File: config.mk
export PLATFORM = sky130hd
export DESIGN_NAME = reg_bank_arbiter
export DESIGN_NICKNAME = d
export VERILOG_FILES = /design/src/rtl/reg_bank_pkg.sv /design/src/rtl/reg_bank_arbiter_pick.sv /design/src/rtl/reg_bank_arbiter.sv
export SDC_FILE = /design/constraint.sdc
export NUM_CORES = 1
export LEC_CHECK = 0
export CAP_MARGIN = 20
export CORE_UTILIZATION = 35
export CTS_BUF_LIST = sky130_fd_sc_hd__clkbuf_4
export CTS_CLUSTER_DIAMETER = 80
export CTS_CLUSTER_SIZE = 28
export DETAILED_ROUTE_END_ITERATION = 8
export PLACE_DENSITY = 0.81
export RECOVER_POWER = 100
export REMOVE_ABC_BUFFERS = 1
export SLEW_MARGIN = 10
export SYNTH_ARGS = -nofsm -noshare
export SYNTH_HDL_FRONTEND = slang
export SYNTH_SLANG_ARGS = --single-unit
File: constraint.sdc
create_clock -name clk -period 2.1 [get_ports clk]
set_input_delay 0.315 -clock clk [delete_from_list [all_inputs] [get_ports clk]]
set_output_delay 0.315 -clock clk [all_outputs]
set_load 0.03 [all_outputs]
File: src/rtl/reg_bank_pkg.sv
// Shared types and defaults for the parameter register bank arbiter.
// Used by reg_bank_arbiter and rr_arbiter_pick.
package reg_bank_pkg;

  typedef enum logic [1:0] {
    IDLE,
    ACCESS,
    RESP
  } state_t;

  localparam int DATA_W_DEF    = 8;
  localparam int NUM_REGS_DEF  = 8;
  localparam int LOCK_REG_ADDR = 0;

endpackage

File: src/rtl/reg_bank_arbiter_pick.sv
// Combinational round-robin picker: first set request at or after ptr.
// Instantiated once by reg_bank_arbiter.
module rr_arbiter_pick #(
  parameter int NUM_REQ = 3,
  parameter int IDX_W   = 2
) (
  input  logic [NUM_REQ-1:0] req,
  input  logic [IDX_W-1:0]   ptr,
  output logic [IDX_W-1:0]   winner,
  output logic               any_req
);

  always_comb begin
    int s;
    logic [IDX_W-1:0] idx;
    s       = 0;
    idx     = '0;
    winner  = '0;
    any_req = 1'b0;
    for (int k = 0; k < NUM_REQ; k++) begin
      s = int'(ptr) + k;
      if (s >= NUM_REQ) s = s - NUM_REQ;
      idx = IDX_W'(s);
      if (!any_req && req[idx]) begin
        any_req = 1'b1;
        winner  = idx;
      end
    end
  end

endmodule

File: src/rtl/reg_bank_arbiter.sv
// Round-robin shared access to the parameter register bank.
// REG_BANK_ARB_ERR_EN adds rsp_err and the register-0 write lock.
module reg_bank_arbiter
  import reg_bank_pkg::*;
#(
  parameter int NUM_REQ  = 3,
  parameter int NUM_REGS = NUM_REGS_DEF,
  parameter int DATA_W   = DATA_W_DEF,
  parameter int ADDR_W   = 3
) (
  input  logic                       clk,
  input  logic                       n_rst,
  input  logic [NUM_REQ-1:0]         req_valid,
  input  logic [NUM_REQ-1:0]         req_write,
  input  logic [NUM_REQ*ADDR_W-1:0]  req_addr,
  input  logic [NUM_REQ*DATA_W-1:0]  req_wdata,
  output logic [NUM_REQ-1:0]         req_ready,
  output logic [NUM_REQ-1:0]         rsp_valid,
  output logic [DATA_W-1:0]          rsp_rdata,
  output logic [NUM_REGS-1:0]        load_enable,
  output logic [DATA_W-1:0]          parallel_in,
  input  logic [NUM_REGS*DATA_W-1:0] bank_rdata
`ifdef REG_BANK_ARB_ERR_EN
  ,
  output logic                       rsp_err
`endif
);

  localparam int IDX_W = (NUM_REQ > 1) ? $clog2(NUM_REQ) : 1;

  state_t              state_q, state_d;
  logic [IDX_W-1:0]    ptr_q, ptr_d;
  logic [IDX_W-1:0]    win_q, win_d;
  logic                wr_q, wr_d;
  logic [ADDR_W-1:0]   addr_q, addr_d;
  logic [DATA_W-1:0]   wdata_q, wdata_d;
  logic [DATA_W-1:0]   rdata_q, rdata_d;

  logic [IDX_W-1:0]    pick;
  logic                any_req;
  logic                in_range;
  logic                lock_blk;

  rr_arbiter_pick #(
    .NUM_REQ (NUM_REQ),
    .IDX_W   (IDX_W)
  ) u_pick (
    .req     (req_valid),
    .ptr     (ptr_q),
    .winner  (pick),
    .any_req (any_req)
  );

  assign in_range = int'(addr_q) < NUM_REGS;

`ifdef REG_BANK_ARB_ERR_EN
  // Only requester 0 (host port) may write the lock register.
  assign lock_blk = wr_q && (int'(addr_q) == LOCK_REG_ADDR)
                    && (win_q != '0);
  assign rsp_err  = (state_q == RESP) && (!in_range || lock_blk);
`else
  assign lock_blk = 1'b0;
`endif

  always_comb begin
    state_d     = state_q;
    ptr_d       = ptr_q;
    win_d       = win_q;
    wr_d        = wr_q;
    addr_d      = addr_q;
    wdata_d     = wdata_q;
    rdata_d     = rdata_q;
    req_ready   = '0;
    rsp_valid   = '0;
    rsp_rdata   = '0;
    load_enable = '0;
    parallel_in = '0;
    unique case (state_q)
      IDLE: begin
        if (any_req) begin
          state_d = ACCESS;
          win_d   = pick;
          for (int i = 0; i < NUM_REQ; i++) begin
            if (pick == IDX_W'(i)) begin
              wr_d    = req_write[i];
              addr_d  = req_addr[i*ADDR_W +: ADDR_W];
              wdata_d = req_wdata[i*DATA_W +: DATA_W];
            end
          end
        end
      end
      ACCESS: begin
        state_d          = RESP;
        req_ready[win_q] = 1'b1;
        rdata_d          = '0;
        if (wr_q) begin
          if (in_range && !lock_blk) begin
            load_enable = NUM_REGS'(1) << addr_q;
            parallel_in = wdata_q;
          end
        end else begin
          for (int j = 0; j < NUM_REGS; j++) begin
            if (addr_q == ADDR_W'(j))
              rdata_d = bank_rdata[j*DATA_W +: DATA_W];
          end
        end
      end
      RESP: begin
        state_d          = IDLE;
        rsp_valid[win_q] = 1'b1;
        rsp_rdata        = rdata_q;
        if (win_q == IDX_W'(NUM_REQ - 1)) ptr_d = '0;
        else ptr_d = win_q + IDX_W'(1);
      end
      default: state_d = IDLE;
    endcase
  end

  always_ff @(posedge clk or negedge n_rst) begin
    if (!n_rst) begin
      state_q <= IDLE;
      ptr_q   <= '0;
      win_q   <= '0;
      wr_q    <= 1'b0;
      addr_q  <= '0;
      wdata_q <= '0;
      rdata_q <= '0;
    end else begin
      state_q <= state_d;
      ptr_q   <= ptr_d;
      win_q   <= win_d;
      wr_q    <= wr_d;
      addr_q  <= addr_d;
      wdata_q <= wdata_d;
      rdata_q <= rdata_d;
    end
  end

endmodule

==> key figures <==
Die
  • Starting Density: 0.371
  • Height of the die: 82.2 um
  • CORE AREA: 6060 sq um
  • # IOs: 135
  • Die Wd: 82.2 um
  • Total die area: 6760 sq um
  • Cell Rows: 28

Layout
  • N_diodes: 0
  • Commonest non-fill, non-tap cell in the layout: clkdlybuf4s50_1
  • Layout cells sized above 1: 0.156
  • Most frequent cells in the layout: clkdlybuf4s50_1 (103), buf_4 (36), nor2_1 (30)
  • Layout overhead on the synthesized area: 68.0%
  • # nets final: 526

Hold path
  • HP Class: register to register

Power and ir drop
  • Flop pwr share: 0.214
  • PD cells: 1180 nW/um^2
  • Sw Share: 0.481
  • P_sw: 2.14 mW
  • P_leak: 1.76 nW
  • P_int: 2.31 mW
  • Clock Power Share: 0.048
  • Worst vdd ir: 0.598 mV
  • Comb power frac: 0.738

STA
  • Final setup violation count: 0
  • Setup TNS: 0 ps
  • Headroom to the max-slew limit: 0.0470
  • Worst setup slack after layout: 79.1 ps
  • Clk_skew: 8.25 ps
  • Final worst path period share: 0.962
  • Max-slew violations: 0
  • Fmax: 0.495 GHz
  • Minimum clock period: 2020 ps
  • Final number of hold-violating endpoints: 0
  • Tightest Pin Transition: 1430 ps
  • RSZ-0062 raised after global routing: true

Outcome
  • Status: complete, no violations

Synth
  • Synthesized instance count: 280
  • Synthesis-stage register bit count: 26
  • Mapped cell area: 2250 sq um
  • Syn Area/Cell: 8.04 sq um
  • Post-synthesis sequential area ratio: 0.289
  • Synth warn: 0
  • Netlist cell types: 37

Worst setup path
  • Crit path capture: wdata_q[5]
  • Kind of end point of the critical path: register
  • Crit. Startpoint: ptr_q[0]
  • Slowest CP cell: dfrtp_1
  • Crit-path max cell delay: 400 ps
  • Setup Crit Path Kind: register to register
  • R2r startpoint: ptr_q[0]
  • CP required: 2350 ps
  • Crit path cell chain: inv_1, ha_2, nor4b_4, o31a_1, a41o_1, a21oi_1, o31ai_2
  • R2R setup slack: 80 ps
  • Critical path fanouts, max: 7
  • Worst EP arrival: 2270 ps
  • Setup crit start kind: register
  • R2r endpoint: wdata_q[5]
  • Worst Reg2Reg Path Length in Cells: 7

Clock tree
  • CTS tree: yes
  • H-tree depth: 1
  • Worst-skew pair later-pin latency: 320 ps
  • CTS clk-pin slew, worst paths: 140 ps
  • Clock Tree Root: clkbuf_4
  • Number of hold buffers added after cts: 0
  • CTS Sinks: 26
  • Total CTS buffers: 3
  • Clock Path Buffers: 2

Routing
  • Total wire length: 8330 um
  • # DRC: 0
  • DR WL/cell: 16.9 um
  • Initial DRC Count: 117
  • Post-DRT Antenna Nets: 0
  • Vias: 2,749
  • Pre-antenna DRT Iters: 4
  • Average via count per standard cell: 5.59

Global routing
  • Initial antenna violation count: 0
  • First-pass GRT wire length: 12,500 um
  • Tot GR Track Use: 0.241
  • Gr ovfl total: 0
  • Vias in the first global route: 2,678
  • Largest net degree at the start of global routing: 29

Placed design
  • RePlAce Congestion: 0.882
  • Setup WS pre-CTS: -90.7 ps
  • HPWL Detailed: 6030 um
  • I/O Buffers: 134

Job
  • MaxCap Viol Count: 0
synth_stat cells (all sizes together):
master | count | area [sq um]
nand2b | 6 | 37.5
nor4 | 7 | 43.8
mux2 | 6 | 67.6
o41ai | 3 | 26.3
nor2b | 15 | 93.8
nand3 | 4 | 20.0
a22o | 6 | 52.6
ha | 2 | 25.0
a21o | 9 | 67.6
o31ai | 12 | 110
o31a | 1 | 10.0
maj3 | 1 | 11.3
a21oi | 18 | 90.1
mux4 | 2 | 45.0
o21ai | 17 | 85.1
a21boi | 2 | 15.0
nor3b | 1 | 7.51
nor4b | 1 | 8.76
dfrtp | 26 | 651
and2 | 8 | 50.1
a31oi | 1 | 6.26
nor2 | 31 | 119
nor3 | 6 | 30.0
buf | 12 | 73.8
a2111oi | 6 | 52.6
clkbuf | 13 | 48.8
nand2 | 28 | 105
and3 | 8 | 50.1
inv | 5 | 18.8
a41o | 12 | 120
a211o | 1 | 8.76
mux2i | 10 | 100
registers in the layout, indices dropped and copies added (netlist names):
register  cells
rdata_q       8
wdata_q       8
addr_q        3
ptr_q         2
state_q       2
win_q         2
wr_q          1
critical path, delay by kind of cell, from the launching register on:
family	cells	cell delay (ps)
AOI/OAI and AO/OA	4	780
adders and majority gates	1	380
buffers and inverters	1	60
DFF	1	400
and+or+nand+nor	1	310
cells by family (layout without fill, tap and decap cells):
group | count (synthesis) | after routing | synth area share
and+or+nand+nor | 115 | 115 | 0.251
AOI/OAI and AO/OA | 88 | 90 | 0.286
buffers and inverters | 30 | 165 | 0.0628
DFF | 26 | 26 | 0.289
muxes | 18 | 18 | 0.0945
adders and majority gates | 3 | 3 | 0.0161
worst min path at each step:
stage / cells past startpoint / slack [ps] / to / start
final: 2 / 490 / rdata_q[6] / rdata_q[6]
after global routing: 2 / 510 / wdata_q[7] / wdata_q[7]
after CTS: 2 / 350 / wdata_q[6] / n_rst
after detailed placement: 2 / 460 / rdata_q[6] / rdata_q[6]
after global placement: 2 / 450 / rdata_q[6] / rdata_q[6]
after floorplan: 0 / 20 / addr_q[0] / n_rst
power by group through the flow:
stage	Combinational, mW	Clock, mW	Sequential, mW
CTS	3.13	0.218	0.939
global route	3.58	0.241	0.987
floorplan	1.83	0	1.01
global placement	3.03	0	0.940
detailed placement	3.12	0	0.952
finish	3.29	0.213	0.954
per-stage QoR:
step / utilization / instances / cell area [sq um] / total power, mW / hold slack, ps
floorplan: - / 255 / 2130 / 2.85 / 19.4
global placement: 0.609 / 483 / 3690 / 3.97 / 449
detailed placement: 0.609 / 483 / 3690 / 4.07 / 461
CTS: 0.612 / 487 / 3710 / 4.29 / 352
global route: 0.624 / 492 / 3780 / 4.80 / 514
finish: 0.624 / 492 / 3780 / 4.46 / 489
routing by layer:
| layer | GRT usage | share of wire |
|---|---|---|
| met5 | 0 | 0 |
| met2 | 0.432 | 0.51 |
| met3 | 0.0242 | 0.070 |
| met1 | 0.307 | 0.41 |
| met4 | 0.0614 | 0.0083 |
layout make-up:
cell class / instances / area [sq um]
flip-flops and latches: 26 / 653
multi-input cells: 226 / 1510
repair buffers: 157 / 1480
fillers: 524 / 2280
clock buffers: 3 / 22.5
inverters: 5 / 18.8
well taps: 75 / 93.8
repair_timing:
action	4_1_cts	5_1_grt
pin swaps	1	1
gates cloned	1	1
gates resized for setup	16	10
buffers inserted	0	4
hold endpoints to repair	0	0
setup endpoints to repair	21	17
Note: power is estimated with default switching activity, not from simulation.
==> variant 1 (same flow settings) <==
`NUM_REQ` is set to 3 in 2 places; all go to 2.
--- a/src/rtl/reg_bank_arbiter_pick.sv
+++ b/src/rtl/reg_bank_arbiter_pick.sv
@@ -1,7 +1,7 @@
 // Combinational round-robin picker: first set request at or after ptr.
 // Instantiated once by reg_bank_arbiter.
 module rr_arbiter_pick #(
-  parameter int NUM_REQ = 3,
+  parameter int NUM_REQ = 2,
   parameter int IDX_W   = 2
 ) (
   input  logic [NUM_REQ-1:0] req,
--- a/src/rtl/reg_bank_arbiter.sv
+++ b/src/rtl/reg_bank_arbiter.sv
@@ -3,7 +3,7 @@
 module reg_bank_arbiter
   import reg_bank_pkg::*;
 #(
-  parameter int NUM_REQ  = 3,
+  parameter int NUM_REQ  = 2,
   parameter int NUM_REGS = NUM_REGS_DEF,
   parameter int DATA_W   = DATA_W_DEF,
   parameter int ADDR_W   = 3
Ports: changed (6 resized); port bits go from 135 to 120. No check against the original RTL was run, so the function may have changed too.
==> variant 1 against the unedited design <==
Sequential cell count down 2; worst setup slack better by 0.080 ns; highest routed layer unchanged; routed wire length down 29%; total power down 26%; non-clock buffer count down 21; final area down 19%; area after synthesis down 17%; largest power group unchanged; synthesized cell count down 23%; largest cell class is now buffers.
==> variant 1: results <==
<?xml version="1.0" encoding="UTF-8"?>
<metrics>
  <group name="status">
    <metric name="status" unit="">complete, no violations</metric>
  </group>
  <group name="grt">
    <metric name="groute.layer.met3.usage" unit="">0.02544</metric>
    <metric name="global_route_wire_length_before_repair" unit="um">9101</metric>
    <metric name="globalRouteMet2Util" unit="">0.3714</metric>
    <metric name="met1_usage" unit="">0.2612</metric>
  </group>
  <group name="placed_design">
    <metric name="place_congestion" unit="">0.7963</metric>
    <metric name="io_buffers" unit="">119</metric>
  </group>
  <group name="sta">
    <metric name="final_layout_worst_hold_slack" unit="ns">0.4968</metric>
    <metric name="clock_skew" unit="ns">0.001884</metric>
  </group>
  <group name="drt">
    <metric name="drtIter0Drc" unit="">109</metric>
    <metric name="met2RoutedLength" unit="um">2950</metric>
    <metric name="viasPerCell" unit="">5.244</metric>
    <metric name="met1Wirelength" unit="um">2516</metric>
    <metric name="post_drt_wl_per_cell" unit="um">14.63</metric>
  </group>
  <group name="power_and_ir_drop">
    <metric name="power_switching_share" unit="">0.4774</metric>
    <metric name="power.static_leakage" unit="nW">1.358</metric>
    <metric name="highest_ir_drop_seen_on_vdd" unit="mV">0.5978</metric>
  </group>
  <group name="setup_path">
    <metric name="r2r-end" unit="">rdata_q[5]$_DFFE_PN0P_</metric>
    <metric name="worst_setup_path_endpoint" unit="">load_enable[2]</metric>
    <metric name="cp_top_family" unit="">simple AND/OR/NAND/NOR gates</metric>
    <metric name="rr_startpoint" unit="">addr_q[1]$_DFFE_PN0P_</metric>
    <metric name="setup.worst_path.start" unit="">addr_q[0]$_DFFE_PN0P_</metric>
    <metric name="rrSetupSlack" unit="ns">0.30</metric>
  </group>
  <group name="cells_and_area">
    <metric name="fillers" unit="">514</metric>
    <metric name="drive_above_1_share" unit="">0.1756</metric>
    <metric name="finish.net_count" unit="">429</metric>
  </group>
  <group name="synthesis">
    <metric name="yosysUniqueCellTypes" unit="">36</metric>
  </group>
</metrics>
variant 1: cell count changes after synthesis, sizes merged, moves of 6 or more:
| cell | delta |
|---|---|
| a2111oi | -6 |
| a21o | -9 |
| a22o | -6 |
| a41o | -12 |
| mux2i | +15 |
| nand2 | -19 |
| nor2b | -13 |
| nor3b | +6 |
| o21ai | -10 |
| o31ai | -7 |
variant 1: per-stage QoR:
stage | area, um2 | power (mW) | TNS [ns]
global route | 3068 | 3.535 | 0
CTS | 3126 | 3.339 | 0
global placement | 3098 | 3.057 | 0
detailed placement | 3098 | 3.134 | 0
floorplan | 1767 | 2.231 | -1.038
finish | 3068 | 3.279 | 0
variant 1: power groups by stage:
stage	combinational, mW	sequential, mW	clock (mW)
global route	2.40	0.914	0.226
detailed placement	2.25	0.885	0
finish	2.19	0.883	0.210
global placement	2.19	0.868	0
CTS	2.25	0.878	0.212
floorplan	1.27	0.959	0
variant 1: timing repair:
| item | in CTS | in global routing |
|---|---|---|
| resized for setup | 3 | 4 |
| hold buffers | 0 | 0 |
| setup endpoints to repair | 2 | 11 |
| setup buffers | 0 | 1 |
variant 1: logic make-up (layout without fill, tap and decap cells):
| kind of cell | count (synthesis) | after routing | synth area share |
|---|---|---|---|
| flops | 24 | 24 | 0.3209 |
| simple gates | 91 | 91 | 0.2680 |
| buf+inv | 22 | 143 | 0.06216 |
| compound gates | 46 | 46 | 0.1611 |
| mux | 32 | 32 | 0.1878 |
variant 1: final cells by class:
type                       instances  area [um2]  area share
sequential                        24       603.1      0.1966
inverter                           3       11.26    0.003670
multi-input combinational        169        1169      0.3809
clock buffer                       3       22.52    0.007341
clock inverter                     1       3.754    0.001223
tap                               70       87.58     0.02855
timing repair buffer             136        1171      0.3817
==> variant 2 (same settings) <==
Made on the original files. Take the reset off `wdata_q` and `rdata_q` and load them in a clocked block of their own.
--- a/src/rtl/reg_bank_arbiter.sv
+++ b/src/rtl/reg_bank_arbiter.sv
@@ -123,17 +123,18 @@
       win_q   <= '0;
       wr_q    <= 1'b0;
       addr_q  <= '0;
-      wdata_q <= '0;
-      rdata_q <= '0;
     end else begin
       state_q <= state_d;
       ptr_q   <= ptr_d;
       win_q   <= win_d;
       wr_q    <= wr_d;
       addr_q  <= addr_d;
-      wdata_q <= wdata_d;
-      rdata_q <= rdata_d;
     end
+  end
+
+  always_ff @(posedge clk) begin
+    wdata_q <= wdata_d;
+    rdata_q <= rdata_d;
   end
 
 endmodule
Behaviour: no difference found for any inputs over 10 cycles, from zero or initial values and one cycle with n_rst low; that may be too few to reach the edited logic, so the function may still have changed.
==> variant 2 against the unedited design <==
The flow now finishes with violations (negative setup slack); sequential power grew 16%; core utilization grew 2.8 points; critical path depth shrank 1; clock power grew 61%; worst setup slack lost 0.19 ns; die area shrank 3.7%; synthesized cell count shrank 11%; critical path type unchanged; area after synthesis shrank 3.8%; routed wire length shrank 9.4%; sequential cell count is the same; final area grew 2.7%; total power grew 12%.
==> variant 2: results <==
<?xml version="1.0" encoding="UTF-8"?>
<metrics>
  <group name="cells_and_area">
    <metric name="finish.net_count" unit="">502</metric>
    <metric name="area.sequential" unit="um2">733.2</metric>
    <metric name="signal_buffer_area_fraction" unit="">0.3880</metric>
    <metric name="inverters_excl_clock" unit="">14</metric>
    <metric name="fillers" unit="">505</metric>
    <metric name="area_share_clock_buf_inv" unit="">0.01354</metric>
    <metric name="post_layout_nonfiller_instances" unit="">468</metric>
    <metric name="multi_input_area_share" unit="">0.3719</metric>
    <metric name="final.signal_buffer_count" unit="">161</metric>
    <metric name="multi_input_cells" unit="">188</metric>
  </group>
  <group name="power_and_ir_drop">
    <metric name="pg_comb" unit="mW">3.51</metric>
    <metric name="power.static_leakage" unit="nW">1.687</metric>
    <metric name="power_frac_clock" unit="">0.069</metric>
    <metric name="power_switching_share" unit="">0.4366</metric>
    <metric name="highest_ir_drop_seen_on_vdd" unit="mV">0.6840</metric>
  </group>
  <group name="synthesis">
    <metric name="part_of_the_yosys_area_used_for_sequential_elements" unit="">0.3376</metric>
    <metric name="yosysUniqueCellTypes" unit="">50</metric>
    <metric name="post_synth_inst_count" unit="">248</metric>
    <metric name="async_flop_share" unit="">0.3846</metric>
    <metric name="netlist_top_cells_area" unit="">sky130_fd_sc_hd__edfxtp_1 (22%), sky130_fd_sc_hd__dfrtp_1 (12%), sky130_fd_sc_hd__mux2i_1 (6.9%)</metric>
    <metric name="post_synth_edffs" unit="">16</metric>
    <metric name="syn_area" unit="mm2">0.002165</metric>
  </group>
  <group name="sta">
    <metric name="report.final.setup_viol" unit="">13</metric>
    <metric name="fin_ws" unit="ns">-0.1147</metric>
    <metric name="slew_at_the_pin_with_the_worst_max_slew_slack" unit="ns">0.4794</metric>
    <metric name="clock_skew" unit="ns">0.01015</metric>
  </group>
  <group name="setup_path">
    <metric name="rr_startpoint" unit="">ptr_q[1]$_DFFE_PN0P_</metric>
    <metric name="critical_path.max_fanout" unit="">8</metric>
    <metric name="crit_arrival" unit="ns">2.32</metric>
    <metric name="reg2reg_depth" unit="">6</metric>
  </group>
  <group name="status">
    <metric name="status" unit="">complete, but fails checks</metric>
    <metric name="violations" unit="">negative setup slack</metric>
  </group>
  <group name="placed_design">
    <metric name="place_congestion" unit="">0.8152</metric>
    <metric name="placed_cell_area" unit="mm2">0.003627</metric>
    <metric name="dpl.cell_count" unit="">459</metric>
    <metric name="detailedPlacementHpwl" unit="um">5723</metric>
    <metric name="dpl_worst_slack" unit="ns">-0.2718</metric>
  </group>
  <group name="drt">
    <metric name="drtIter0Drc" unit="">105</metric>
    <metric name="met1Wirelength" unit="um">3017</metric>
    <metric name="post_drt_wl_per_cell" unit="um">16.12</metric>
    <metric name="met2RoutedLength" unit="um">3844</metric>
    <metric name="met3_length" unit="um">522</metric>
    <metric name="viasPerCell" unit="">5.432</metric>
  </group>
  <group name="worst_hold_path">
    <metric name="min-delay-path-class" unit="">in -&gt; async</metric>
  </group>
  <group name="grt">
    <metric name="global_route_wire_length_before_repair" unit="um">11390</metric>
    <metric name="grt_max_degree" unit="">17</metric>
  </group>
</metrics>
[variant 2: cell types whose count changed in the layout (fill, tap and decap cells not counted), sizes merged, moves of 13 or more]
| cell | before | now |
|---|---|---|
| dfrtp | 26 | 10 |
| edfxtp | 0 | 16 |
| nand2 | 28 | 15 |
| nor2 | 31 | 15 |
| o22ai | 0 | 22 |
[variant 2: metal layers]
metal / vias to the layer above / track usage
met4: 0 / 0.07679
met2: 108 / 0.4068
met1: 1196 / 0.2779
met3: 19 / 0.03977
li1: 1219 / -
met5: - / 0
[variant 2: worst max-delay path, stage by stage, from the launching register on]
cell and delay, ns:
sky130_fd_sc_hd__dfrtp_1 0.44, sky130_fd_sc_hd__ha_4 0.37, sky130_fd_sc_hd__and3b_1 0.21, sky130_fd_sc_hd__o21ai_0 0.11, sky130_fd_sc_hd__o21ai_1 0.18, sky130_fd_sc_hd__or2_4 0.33
sky130_fd_sc_hd__a221o_1 0.35
[variant 2: cell families (layout without fill, tap and decap cells)]
kind of cell | after synthesis | count (layout) | share of synthesized area
buffers and inverters | 34 | 179 | 0.07514
AO/OA/AOI/OAI | 83 | 83 | 0.2740
AND/OR/NAND/NOR | 86 | 86 | 0.2214
adder cells (fa/ha/maj) | 3 | 3 | 0.01734
multiplexers | 16 | 16 | 0.07456
flip-flops | 26 | 26 | 0.3376
[variant 2: per-stage QoR]
step             util  power [mW]  hold WS [ns]  TNS, ns
2_1_floorplan       -       2.949       0.01941   -4.054
3_3_place_gp   0.6090       4.116        0.5432   -1.523
3_5_place_dp   0.6090       4.200        0.5465   -3.041
4_1_cts        0.6399       4.828        0.3049  -0.4645
5_1_grt        0.6519       5.310        0.3870   -2.671
6_report       0.6519       4.970        0.3552   -1.052
[variant 2: timing repair]
action                     CTS  global route
buffers inserted             4             3
setup endpoints to repair   29            38
pin swaps                   15             6
gates cloned                 1             0
hold buffers                 0             0
resized for setup           41            23
[variant 2: worst max-delay path by stage]
| stage | start | endpoint | slack [ns] | depth (start not counted) |
|---|---|---|---|---|
| floorplan | ptr_q[0]$_DFFE_PN0P_ | wdata_q[0]$_DFFE_PP_ | -0.40 | 7 |
| global route | ptr_q[1]$_DFFE_PN0P_ | wdata_q[2]$_DFFE_PP_ | -0.21 | 6 |
| finish | ptr_q[1]$_DFFE_PN0P_ | wdata_q[2]$_DFFE_PP_ | -0.11 | 6 |
| global placement | ptr_q[1]$_DFFE_PN0P_ | wdata_q[4]$_DFFE_PP_ | -0.14 | 6 |
| CTS | ptr_q[1]$_DFFE_PN0P_ | wdata_q[7]$_DFFE_PP_ | -0.05 | 6 |
| detailed placement | ptr_q[1]$_DFFE_PN0P_ | wdata_q[7]$_DFFE_PP_ | -0.27 | 6 |
